$ cat src/rtl/vga_pkg.sv
// Shared VGA timing constants and color helpers for the 640x480@60 Hz display path.
package vga_pkg;

    localparam int unsigned COLOR_W = 3;

    localparam int unsigned DEF_H_VISIBLE = 640;
    localparam int unsigned DEF_H_FP      = 16;
    localparam int unsigned DEF_H_SYNC    = 96;
    localparam int unsigned DEF_H_BP      = 48;
    localparam int unsigned DEF_V_VISIBLE = 480;
    localparam int unsigned DEF_V_FP      = 10;
    localparam int unsigned DEF_V_SYNC    = 2;
    localparam int unsigned DEF_V_BP      = 33;
    localparam int unsigned DEF_CLK_DIV   = 4;

    localparam int unsigned DEF_H_TOTAL = DEF_H_VISIBLE + DEF_H_FP + DEF_H_SYNC + DEF_H_BP;
    localparam int unsigned DEF_V_TOTAL = DEF_V_VISIBLE + DEF_V_FP + DEF_V_SYNC + DEF_V_BP;

    localparam int unsigned DEF_HS_START = DEF_H_VISIBLE + DEF_H_FP;
    localparam int unsigned DEF_HS_END   = DEF_HS_START + DEF_H_SYNC;
    localparam int unsigned DEF_VS_START = DEF_V_VISIBLE + DEF_V_FP;
    localparam int unsigned DEF_VS_END   = DEF_VS_START + DEF_V_SYNC;

    // Each color code bit drives a whole 4-bit channel fully on or off.
    function automatic logic [11:0] expand3to12(input logic [COLOR_W-1:0] c);
        return {{4{c[2]}}, {4{c[1]}}, {4{c[0]}}};
    endfunction

endpackage

$ cat src/rtl/vga_pixel_tick.sv
// Pixel-rate enable: one-clk tick every CLK_DIV system clocks, plus a marker for the
// first clk of each pixel.
module vga_pixel_tick
    import vga_pkg::*;
#(
    parameter int unsigned CLK_DIV = DEF_CLK_DIV
) (
    input  logic clk,
    input  logic rst,
    output logic tick,
    output logic pix_start
);

    localparam int unsigned DW = $clog2(CLK_DIV);
    localparam logic [DW-1:0] DIV_LAST = DW'(CLK_DIV - 1);

    logic [DW-1:0] div_q;
    logic [DW-1:0] div_d;

    always_comb begin
        tick      = (div_q == DIV_LAST);
        pix_start = (div_q == '0);
        div_d     = tick ? '0 : div_q + DW'(1);
    end

    always_ff @(posedge clk) begin
        if (rst) begin
            div_q <= '0;
        end else begin
            div_q <= div_d;
        end
    end

endmodule

$ cat src/rtl/vga_display.sv
// VGA timing generator and pixel painter: scans h/v, latches the color once per frame
// and registers syncs, RGB and coordinates one clk behind the counters.
module vga_display
    import vga_pkg::*;
#(
    parameter int unsigned H_VISIBLE = DEF_H_VISIBLE,
    parameter int unsigned H_FP      = DEF_H_FP,
    parameter int unsigned H_SYNC    = DEF_H_SYNC,
    parameter int unsigned H_BP      = DEF_H_BP,
    parameter int unsigned V_VISIBLE = DEF_V_VISIBLE,
    parameter int unsigned V_FP      = DEF_V_FP,
    parameter int unsigned V_SYNC    = DEF_V_SYNC,
    parameter int unsigned V_BP      = DEF_V_BP,
    parameter int unsigned CLK_DIV   = DEF_CLK_DIV
) (
    input  logic               clk,
    input  logic               rst,
    input  logic [COLOR_W-1:0] color,
    output logic               hsync,
    output logic               vsync,
    output logic [3:0]         vga_r,
    output logic [3:0]         vga_g,
    output logic [3:0]         vga_b,
    output logic               video_on,
    output logic               frame_start,
    output logic [9:0]         x,
    output logic [9:0]         y
);

    localparam int unsigned H_TOTAL = H_VISIBLE + H_FP + H_SYNC + H_BP;
    localparam int unsigned V_TOTAL = V_VISIBLE + V_FP + V_SYNC + V_BP;

    localparam logic [9:0] H_LAST   = 10'(H_TOTAL - 1);
    localparam logic [9:0] V_LAST   = 10'(V_TOTAL - 1);
    localparam logic [9:0] H_VISEND = 10'(H_VISIBLE);
    localparam logic [9:0] V_VISEND = 10'(V_VISIBLE);
    localparam logic [9:0] HS_START = 10'(H_VISIBLE + H_FP);
    localparam logic [9:0] HS_END   = 10'(H_VISIBLE + H_FP + H_SYNC);
    localparam logic [9:0] VS_START = 10'(V_VISIBLE + V_FP);
    localparam logic [9:0] VS_END   = 10'(V_VISIBLE + V_FP + V_SYNC);

    logic tick;
    logic pix_start;

    vga_pixel_tick #(
        .CLK_DIV(CLK_DIV)
    ) u_tick (
        .clk      (clk),
        .rst      (rst),
        .tick     (tick),
        .pix_start(pix_start)
    );

    logic [9:0]         h_q, h_d;
    logic [9:0]         v_q, v_d;
    logic [COLOR_W-1:0] color_q, color_d;
    logic               frame_end;

    always_comb begin
        h_d       = h_q;
        v_d       = v_q;
        color_d   = color_q;
        frame_end = tick && (h_q == H_LAST) && (v_q == V_LAST);
        if (tick) begin
            if (h_q == H_LAST) begin
                h_d = '0;
                v_d = (v_q == V_LAST) ? '0 : v_q + 10'd1;
            end else begin
                h_d = h_q + 10'd1;
            end
        end
        // Sampling only at the frame boundary keeps each frame a single color.
        if (frame_end) begin
            color_d = color;
        end
    end

    always_ff @(posedge clk) begin
        if (rst) begin
            h_q     <= '0;
            v_q     <= '0;
            color_q <= '0;
        end else begin
            h_q     <= h_d;
            v_q     <= v_d;
            color_q <= color_d;
        end
    end

    logic        hs_active;
    logic        vs_active;
    logic        vis;
    logic        first_pix;
    logic [11:0] rgb;

    always_comb begin
        hs_active = (h_q >= HS_START) && (h_q < HS_END);
        vs_active = (v_q >= VS_START) && (v_q < VS_END);
        vis       = (h_q < H_VISEND) && (v_q < V_VISEND);
        first_pix = pix_start && (h_q == '0) && (v_q == '0);
        rgb       = vis ? expand3to12(color_q) : 12'h000;
    end

    always_ff @(posedge clk) begin
        if (rst) begin
            hsync       <= 1'b1;
            vsync       <= 1'b1;
            vga_r       <= 4'h0;
            vga_g       <= 4'h0;
            vga_b       <= 4'h0;
            video_on    <= 1'b0;
            frame_start <= 1'b0;
            x           <= '0;
            y           <= '0;
        end else begin
            hsync       <= ~hs_active;
            vsync       <= ~vs_active;
            vga_r       <= rgb[11:8];
            vga_g       <= rgb[7:4];
            vga_b       <= rgb[3:0];
            video_on    <= vis;
            frame_start <= first_pix;
            x           <= h_q;
            y           <= v_q;
        end
    end

endmodule

$ cat config.mk
export PLATFORM = sky130hd
export DESIGN_NAME = vga_display
export DESIGN_NICKNAME = d
export VERILOG_FILES = /design/src/rtl/vga_pkg.sv /design/src/rtl/vga_pixel_tick.sv /design/src/rtl/vga_display.sv
export SDC_FILE = /design/constraint.sdc
export NUM_CORES = 1
export LEC_CHECK = 0
export ABC_CLOCK_PERIOD_IN_PS = 2300
export BUFFER_PORTS_ARGS = -buffer_cell sky130_fd_sc_hd__buf_2
export CAP_MARGIN = 15
export CORE_MARGIN = 8
export CORE_UTILIZATION = 55
export CTS_BUF_LIST = sky130_fd_sc_hd__clkbuf_4
export DETAILED_ROUTE_END_ITERATION = 8
export PLACE_DENSITY = 0.79
export SETUP_SLACK_MARGIN = 0.4
export SLEW_MARGIN = 20
export SYNTH_ARGS = -nofsm -noshare
export SYNTH_HDL_FRONTEND = slang
export SYNTH_HIERARCHICAL = 1
export SYNTH_SLANG_ARGS = --single-unit
$ cat constraint.sdc
create_clock -name clk -period 2.3 [get_ports clk]
set_input_delay 0.345 -clock clk [delete_from_list [all_inputs] [get_ports clk]]
set_output_delay 0.345 -clock clk [all_outputs]
set_load 0.02 [all_outputs]
Yosys cells after proc, flatten, opt, wreduce, memory -nomap -nowiden
Cells that the tools add are included.
- register bits after elaboration: 52
- output and inout bits: 36
- logic and storage cells: 43
- $add $sub $neg: 3
- magnitude comparators: 6
- equality and inequality tests: 3
- muxes and demuxes: 2
- bitwise logic cells: 3
- reduce and logical (&&, ||, !) cells: 13
- operators by type and width (operator ; count):
    $add 10x1->10 const B ; 2
    $eq 10x10->1 const B ; 2
    $logic_not 10->1 ; 2
    $lt 10x10->1 const B ; 2
    $lt 10x9->1 const B ; 2
    $mux 10 ; 2
    $ge 10x10->1 const B ; 1
    $ge 10x9->1 const B ; 1
    $logic_and 1x1->1 ; 7
    $reduce_or 2->1 ; 2
    $not 1->1 ; 3
    $add 2x1->2 const B ; 1
    $eq 2x2->1 const B ; 1
    $logic_not 2->1 ; 1
    $reduce_and 2->1 ; 1

Logic depth before layout (Yosys ltp)
Gate-level depths: netlist of run 1.
- word-level depth: 4
- gate-level depth with buffers: 6
- gate-level depth less buffers: 6

By module
Netlist of run 1, hierarchy kept.
- modules (own cells, without submodules) (module ; instances ; cells an instance ; area each (um^2)):
    vga_display ; 1 ; 207 ; 2020.7
    vga_pixel_tick ; 1 ; 8 ; 95.1

Worst setup path before layout of run 1
Ideal clock, no wire load.
- path type: register -> register
- start: register h_q[0]
- end: register color_q[0]
- arrival time: 1.556 ns
- data required time: 2.228 ns
- setup slack: 0.673 ns
- cell stages (with the launch flop): 6
- buffers on the path: 0
- clock period less this slack: 1.627 ns
- cell sequence: dfxtp_1 ha_1 and4bb_2 nand4_2 nor2_1 mux2i_1
- cells in the longest elaborated chain, start to end: 3
- RTL lines (item ; RTL line ; source):
    from (decl) ; vga_display.sv:54 ; logic [9:0] h_q, h_d;
    from (signal assigned) ; vga_display.sv:80 ; h_q <= '0;
    from (signal assigned) ; vga_display.sv:84 ; h_q <= h_d;
    $eq 10x10->1 ; vga_display.sv:63 ; frame_end = tick && (h_q == H_LAST) && (v_q == V_LAST);
    $logic_and 1x1->1 (2 in a row) ; vga_display.sv:63 ;
    to (signal assigned) ; vga_display.sv:86 ; color_q <= color_d;
    to (decl) ; vga_display.sv:56 ; logic [COLOR_W-1:0] color_q, color_d;
Every way passes these cells.
A chain may end at the register's enable or synchronous reset.

Worst setup path in the final report of run 1
- start: register h_q[0]
- end: register v_q[3]
- cells in the longest elaborated chain, start to end: 2
- RTL lines (item ; RTL line ; source):
    $eq 10x10->1 ; vga_display.sv:65 ; if (h_q == H_LAST) begin
    $reduce_and 2->1 (no line) ; n/a ;
    to (signal assigned) ; vga_display.sv:85 ; v_q <= v_d;
    to (decl) ; vga_display.sv:55 ; logic [9:0] v_q, v_d;
Every way passes these cells.

==> parameters.txt, run 1 <==
Parameter                              Value

Global routing
  Total global routing track utilization ... a little over an eighth
  Number of global-route vias before repair ... 1436
  Final global-route overflow total ... 0
  Pin count of the biggest net entering global routing ... 20
  Antenna violations before repair ... 0
  Global-route wire length before repair ... roughly 6500 um

Synth
  FF+latch count, synth ... 52
  Adder-Cell Fraction of Synth Area ... between 4 and 5%
  Top cells by area in the synthesized netlist ... sky130_fd_sc_hd__dfxtp_1 49%, sky130_fd_sc_hd__nor2b_1 5.0%, sky130_fd_sc_hd__nor2_1 5.0%
  Yosys warnings ... 6
  Number of nets produced by synthesis ... around 230
  Simple logic cell fraction of the synthesized area ... a little under a third
  Post-synth top area share ... 49.2%
  Mux share of post-synthesis cell area ... 2.37%
  Fraction of the yosys area taken by sequential cells ... between 40% and 50%
  Synth Area in XOR/XNOR ... 6.21%
  Synthesized-area fraction occupied by ao, oa, aoi and oai cells ... under 10%
  Cell accounting for the most synthesized area ... sky130_fd_sc_hd__dfxtp_1
  Unique masters post-synth ... 40
  Dominant combinational cell family by area after synthesis ... simple AND/OR/NAND/NOR gates
  Netlist area before placement ... 2120 um2
  Mapped Cells ... 215
  Average footprint of a synthesized cell ... 9.84 um2

Final layout
  Area added between synthesis and finish ... 13.3%
  Count of fill cells added during filler insertion ... 310
  Ratio of cells with drive above 1 in the final layout ... a little under a quarter
  Leading cell types in the layout, fill and taps excluded ... 52 x sky130_fd_sc_hd__dfxtp_1, 40 x sky130_fd_sc_hd__buf_2, 27 x sky130_fd_sc_hd__nor2_1
  Most common cell after layout, fill and taps aside ... sky130_fd_sc_hd__dfxtp_1
  Final net count ... approximately 260
  Non-filler instance count after layout ... slightly below 300
  Diode count ... 0
  Fraction of the core area covered by cells at the end of the flow ... 65.0%

Timing
  Total count of hold-check failures in the final report ... 0
  Slew Limit Headroom ... 60.9%
  Fin crit period ... ~1.8 ns
  Post-route fraction of the period consumed by the critical path ... between 70% and 80%
  RSZ-0062 raised after global routing ... yes
  Actual transition at the worst max-transition pin ... approximately 0.58 ns
  # setup viols final ... 0
  Clk_skew ... between 0.01 and 0.015 ns
  Timing-limited maximum frequency ... about 0.56 GHz
  Hold Worst Slack ... 0.224 ns
  Number of max-slew violations in the final report ... 0
  Setup TNS ... 0 ns

Outcome
  Status ... complete, no violations

Power
  Max rail drop VDD ... 0.312 mV
  Leakage ... 1.05 nW
  Post-layout power ... between 1.5 and 2 mW
  Power per standard cell area ... ~660 nW/um2

Worst setup path
  Startpoint of the most critical setup path ... h_q[0]
  Largest incremental delay on the critical path ... between 0.4 and 0.5 ns
  CP arrival ... ~2.0 ns
  Worst reg2reg path startpoint ... h_q[0]
  Type of the setup path with the least slack ... reg2reg
  Kind of capture point of the worst setup path ... flop
  Critical path data required time ... between 2 and 3 ns
  Register-to-register setup slack ... between 0.5 and 0.6 ns
  Maximum fanout count along the critical path ... 6
  Chain of cells forming the critical path ... ha_1 > and4bb_2 > nand4_2 > o21ai_2 > nor2_1
  Startpoint type of the worst setup path ... flop
  Slowest cell on the critical path ... sky130_fd_sc_hd__dfxtp_1

Place
  Final weighted congestion of routability-driven global placement ... ~0.8
  Placed instance count ... 288
  Detailed Place HPWL ... roughly 2900 um
  Number of buffer cells added on primary ports ... 40

CTS
  Max clock buf depth ... 2
  Total number of clock tree sinks ... between 50 and 60
  TritonCTS clock tree ... yes
  Num CTS Buffers ... 5
  Clock transition time at the flip-flop clock pins of the worst setup and hold paths ... about 0.14 ns
  Number of H-tree levels ... 2
  Hold-fix buffer count after cts ... 0
  Root buffer cell ... sky130_fd_sc_hd__clkbuf_4
  Clock network latency to the later pin of the worst-skew pair ... around 0.36 ns

Routing
  Via total after detailed routing ... roughly 1600
  Wirelength, routed ... around 4100 um
  Via/cell ratio ... between 5 and 6
  Number of antenna-violating nets in the routed design ... 0
  Number of remaining DRC errors ... 0
  WL/cell ... approximately 14 um
  Violation count after the first detailed-route iteration ... around 110
  First drt pass iteration count ... 4

Floorplanning
  Core area ... ~3700 um2
  Vert. Die Dim ... around 78 um
  Number of placement rows ... 22
  Initial cell density of the core ... 57.4%
  Number of top-level pins ... 41
  Die X ... between 70 and 80 um
  Overall die area ... around 6000 um2

Hold path
  Critical hold path startpoint ... color[0]
  Hold crit path type ... in2reg

Run
  Number of violations of the max-capacitance limit ... 0
==> repair_timing <==
action	CTS	global route
pin swaps	0	0
endpoints found under the setup margin	1	12
resized for setup	1	3
setup buffers	0	0
endpoints found under the hold margin	0	0
==> cells in the mapped netlist <==
master / instances
sky130_fd_sc_hd__a21oi_1: 2
sky130_fd_sc_hd__buf_2: 3
sky130_fd_sc_hd__nand3_1: 9
sky130_fd_sc_hd__nand4b_1: 1
sky130_fd_sc_hd__or4_1: 1
sky130_fd_sc_hd__nor3_1: 3
sky130_fd_sc_hd__nand2_1: 13
sky130_fd_sc_hd__nand4_2: 1
sky130_fd_sc_hd__buf_1: 1
sky130_fd_sc_hd__and3_1: 3
sky130_fd_sc_hd__nor2_1: 28
sky130_fd_sc_hd__mux2i_1: 5
sky130_fd_sc_hd__or3_1: 1
sky130_fd_sc_hd__nand4b_4: 1
sky130_fd_sc_hd__o21ai_0: 2
sky130_fd_sc_hd__and2_1: 3
sky130_fd_sc_hd__nand4bb_4: 1
sky130_fd_sc_hd__xnor2_1: 10
sky130_fd_sc_hd__and4_1: 3
sky130_fd_sc_hd__and4bb_2: 1
sky130_fd_sc_hd__nor4_1: 6
sky130_fd_sc_hd__clkbuf_1: 3
sky130_fd_sc_hd__dfxtp_1: 52
sky130_fd_sc_hd__nor4_2: 1
sky130_fd_sc_hd__xor2_1: 5
sky130_fd_sc_hd__nand4_1: 5
sky130_fd_sc_hd__nor4_4: 1
sky130_fd_sc_hd__nor2b_1: 17
sky130_fd_sc_hd__nor4b_1: 1
sky130_fd_sc_hd__buf_4: 9
sky130_fd_sc_hd__nor3_2: 1
sky130_fd_sc_hd__nand2b_1: 1
sky130_fd_sc_hd__o2111ai_1: 1
sky130_fd_sc_hd__clkinv_1: 1
sky130_fd_sc_hd__nor3b_2: 1
sky130_fd_sc_hd__inv_1: 8
sky130_fd_sc_hd__ha_1: 7
sky130_fd_sc_hd__and4b_1: 1
sky130_fd_sc_hd__and2b_1: 1
sky130_fd_sc_hd__o21ai_1: 1
==> where the power goes <==
| part | total (mW) | leakage [nW] | switching, mW | internal (mW) |
|---|---|---|---|---|
| clock | 0.593 | 0.0513 | 0.260 | 0.333 |
| sequential | 0.917 | 0.420 | 0.00569 | 0.911 |
| combinational | 0.0621 | 0.575 | 0.0399 | 0.0223 |
==> through the flow <==
step           instance area (um2)  setup slack, ns
2_1_floorplan                 2120            0.673
5_1_grt                       2400            0.396
3_5_place_dp                  2290            0.406
4_1_cts                       2390            0.432
3_3_place_gp                  2290            0.524
6_report                      2400            0.516
==> sequential cells by signal (all words and copies together) (netlist names), 2 cells and up <==
| register | cells |
|---|---|
| h_q | 10 |
| v_q | 10 |
| y | 10 |
| u_tick/div_q | 2 |
| x | 10 |
| color_q | 3 |
==> routing by layer <==
| metal | track usage (%) | wire length [um] | vias up |
|---|---|---|---|
| li1 | - | - | 776 |
| met1 | 16.0 | 1830 | 723 |
| met2 | 19.5 | 1730 | 60 |
| met3 | 5.35 | 430 | 9 |
| met4 | 6.48 | 104 | 0 |
| met5 | 0 | 0 | - |
==> cell type report <==
cell class	count	area, um2	share of cell area, %
clock buffer	5	37.5	1.57
clock inverter	2	60.1	2.51
inverter	9	33.8	1.41
multi-input combinational	138	957	39.9
sequential	52	1040	43.4
tap	48	60.1	2.51
timing repair buffer	41	208	8.66
==> worst max-delay path, delay by kind of cell (launching register included) <==
kind                       cells  cell delay, ns
AOI/OAI and AO/OA              1            0.37
DFF                            1            0.41
adders and majority gates      1            0.28
and+or+nand+nor                3            0.62
==> kinds of logic (layout without fill, tap and decap cells) <==
| family | count (synthesis) | after routing |
|---|---|---|
| mux | 5 | 5 |
| flops | 52 | 52 |
| compound gates | 6 | 6 |
| xor+xnor | 15 | 15 |
| fa+ha+maj | 7 | 7 |
| simple gates | 105 | 105 |
| buf+inv | 25 | 57 |
==> path summary, 6_finish.rpt <==
kind,end,cells after the start
setup / recovery,v_q[3],5
hold reg to reg,color_q[0],2
setup reg to reg,v_q[3],5
hold / removal,color_q[0],3
Note: power is estimated with default switching activity, not from simulation.
==> inputs of run 2 (changes only) <==
Settings changed: ABC_CLOCK_PERIOD_IN_PS 2300 to 1800.
Clock period 2.3 ns to 1.8 ns, I/O delays scaled along.
==> run 2 against run 1 <==
Against the previous run: die area unchanged; largest power group unchanged; clock-buffer cell count unchanged; design area increased by 16%; non-clock buffer count increased by 28; largest cell class is now multi-input combinational cells.
==> parameters.txt, run 2 (synthesized netlist as in run 1, its figures left out) <==
Parameter                              Value

Final layout
  Multi-input gate area in the final layout ... 1120 um2 (+17%)
  Diode count ... 0 (unchanged)
  FF/Latch Area ... 1060 um2 (+1.9%)
  Most common cell after layout, fill and taps aside ... sky130_fd_sc_hd__dfxtp_1
  Final net count ... 288 (+11%)
  Leading cell types in the layout, fill and taps excluded ... 42 x sky130_fd_sc_hd__dfxtp_1, 40 x sky130_fd_sc_hd__buf_2, 23 x sky130_fd_sc_hd__buf_4
  Count of fill cells added during filler insertion ... 247 (-20%)
  Ratio of cells with drive above 1 in the final layout ... 41.9% (+18 points)
  Area added between synthesis and finish ... 31.8%

Global routing
  Pin count of the biggest net entering global routing ... 19 (-5.0%)
  Final global-route overflow total ... 0 (unchanged)
  Antenna violations before repair ... 0 (unchanged)
  Number of global-route vias before repair ... 1568 (+9.2%)
  Global-route wire length before repair ... 7410 um (+14%)
  Total global routing track utilization ... 14.9% (+1.9 points)

Place
  Final weighted congestion of routability-driven global placement ... 0.858 (+4.5%)
  Number of buffer cells added on primary ports ... 40 (unchanged)
  Detailed Place HPWL ... 2990 um (+3.8%)

Timing
  Clk_skew ... 0.00430 ns (-0.00626 ns)
  Actual transition at the worst max-transition pin ... 0.506 ns (-0.0728 ns)
  Total count of hold-check failures in the final report ... 0 (unchanged)
  Post-route fraction of the period consumed by the critical path ... 86.2% (+8.7 points)
  Fin crit period ... 1.55 ns (-0.232 ns)
  Number of max-slew violations in the final report ... 0 (unchanged)
  Setup TNS ... 0 ns (unchanged)
  # setup viols final ... 0 (unchanged)
  Slew Limit Headroom ... 65.8% (+4.9 points)
  Timing-limited maximum frequency ... 0.644 GHz (+15%)
  RSZ-0062 raised after global routing ... yes

Worst setup path
  Kind of capture point of the worst setup path ... flop
  Largest incremental delay on the critical path ... 0.45 ns (+0.04 ns)
  Chain of cells forming the critical path ... ha_4 > nand4_1 > nor4_4 > mux2i_1 > nor4_2
  Startpoint type of the worst setup path ... flop
  FF-to-FF End ... v_q[9]
  Type of the setup path with the least slack ... reg2reg
  Maximum fanout count along the critical path ... 3 (-3)
  CP arrival ... 1.83 ns (-0.20 ns)
  Critical path data required time ... 2.07 ns (-0.48 ns)
  Register-to-register setup slack ... 0.25 ns (-0.27 ns)
  Worst-case reg-to-reg path depth ... 5 (unchanged)
  Slowest cell on the critical path ... sky130_fd_sc_hd__nor4_4
  End point of the critical path ... v_q[9]
  Worst reg2reg path startpoint ... u_tick/div_q[1]
  Startpoint of the most critical setup path ... u_tick/div_q[1]

Run
  Number of violations of the max-capacitance limit ... 0 (unchanged)

Floorplanning
  Die X ... 78.0 um (unchanged)
  Core area ... 3690 um2 (unchanged)
  Number of top-level pins ... 41 (unchanged)
  Initial cell density of the core ... 57.4% (unchanged)
  Vert. Die Dim ... 78.0 um (unchanged)
  Number of placement rows ... 22 (unchanged)
  Overall die area ... 6090 um2 (unchanged)

Routing
  Violation count after the first detailed-route iteration ... 141 (+31%)
  First drt pass iteration count ... 4 (unchanged)
  Via/cell ratio ... 5.26 (-1.1%)
  WL/cell ... 15.7 um (+14%)
  Wirelength, routed ... 5110 um (+25%)
  Number of antenna-violating nets in the routed design ... 0 (unchanged)
  Via total after detailed routing ... 1708 (+8.9%)
  Number of remaining DRC errors ... 0 (unchanged)

Hold path
  Hold crit path type ... in2reg

CTS
  Max clock buf depth ... 2 (unchanged)
  Number of H-tree levels ... 2 (unchanged)
  Root buffer cell ... sky130_fd_sc_hd__clkbuf_4
  Clock transition time at the flip-flop clock pins of the worst setup and hold paths ... 0.14 ns (about the same)
  Clock network latency to the later pin of the worst-skew pair ... 0.37 ns (about the same)
  Total number of clock tree sinks ... 52 (unchanged)
  TritonCTS clock tree ... yes
  Num CTS Buffers ... 5 (unchanged)

Power
  Power per standard cell area ... 690 nW/um2 (+5.3%)
  Leakage ... 1.22 nW (+17%)
  Max rail drop VDD ... 0.396 mV (+27%)
  Post-layout power ... 1.92 mW (+22%)

Outcome
  Status ... complete, no violations
==> run 2: cell types whose count changed in the layout (fill, tap and decap cells not counted), moves of 3 or more <==
cell,change
sky130_fd_sc_hd__buf_4,+22
sky130_fd_sc_hd__dfxtp_1,-10
sky130_fd_sc_hd__dfxtp_4,+3
sky130_fd_sc_hd__nor2_1,-5
sky130_fd_sc_hd__dfxtp_2,+7
sky130_fd_sc_hd__nor2_2,+3
sky130_fd_sc_hd__buf_6,+4
==> run 2: worst max-delay path: cells and delay by family, from the launching register on <==
family	cells	cell delay, ns
mux	1	0.26
simple gates	3	0.67
flops	1	0.38
fa+ha+maj	1	0.14
==> run 2: power breakdown <==
group | internal, mW | switching [mW] | leakage [nW]
clock | 0.284 | 0.354 | 0.0403
combinational | 0.0515 | 0.0641 | 0.755
sequential | 1.16 | 0.00919 | 0.426
total | 1.50 | 0.427 | 1.22
==> run 2: layer usage <==
metal | vias to the layer above | global-route usage [%] | wire [um] | share of wire (%)
met5 | - | 0 | 0 | 0
met4 | 0 | 8.33 | 103 | 2.0
met3 | 11 | 4.10 | 324 | 6.3
met2 | 58 | 23.9 | 2680 | 52
met1 | 802 | 17.8 | 2000 | 39
li1 | 837 | - | - | -
==> run 2: layout make-up <==
class                   instances  share of cell area [%]
multi-input cells             139                    40.2
flip-flops and latches         52                    38.0
clock buffers                   5                    1.35
clock inverters                 3                    1.35
well taps                      48                    2.15
repair buffers                 69                    15.7
inverters                       9                    1.21
==> run 2: timing repair <==
action / CTS / global route
pin swaps: 6 / 17
setup buffers: 7 / 15
resized for setup: 16 / 29
hold buffers: 0 / 0
setup endpoints to repair: 25 / 26
gates cloned: 0 / 1
==> run 2: how the worst min path moves through the flow <==
stage	slack, ns	endpoint	from	depth (start not counted)
detailed placement	0.44	u_tick/div_q[0]	u_tick/div_q[0]	1
CTS	0.12	color_q[1]	color[1]	3
global route	0.10	color_q[1]	color[1]	3
finish	0.12	color_q[1]	color[1]	3
global placement	0.44	color_q[2]	color_q[2]	2
floorplan	0.33	u_tick/div_q[0]	rst	1
==> run 2: per-stage QoR <==
stage	hold slack, ns	std cells	utilization, %	cell area, um2	setup WS (ns)
after global placement	0.441	294	64.3	2370	0.173
after CTS	0.122	309	69.6	2570	0.268
after floorplan	0.327	215	-	2160	0.241
final	0.122	325	75.6	2790	0.248
after detailed placement	0.443	294	64.3	2370	0.0731
after global routing	0.104	325	75.6	2790	0.169
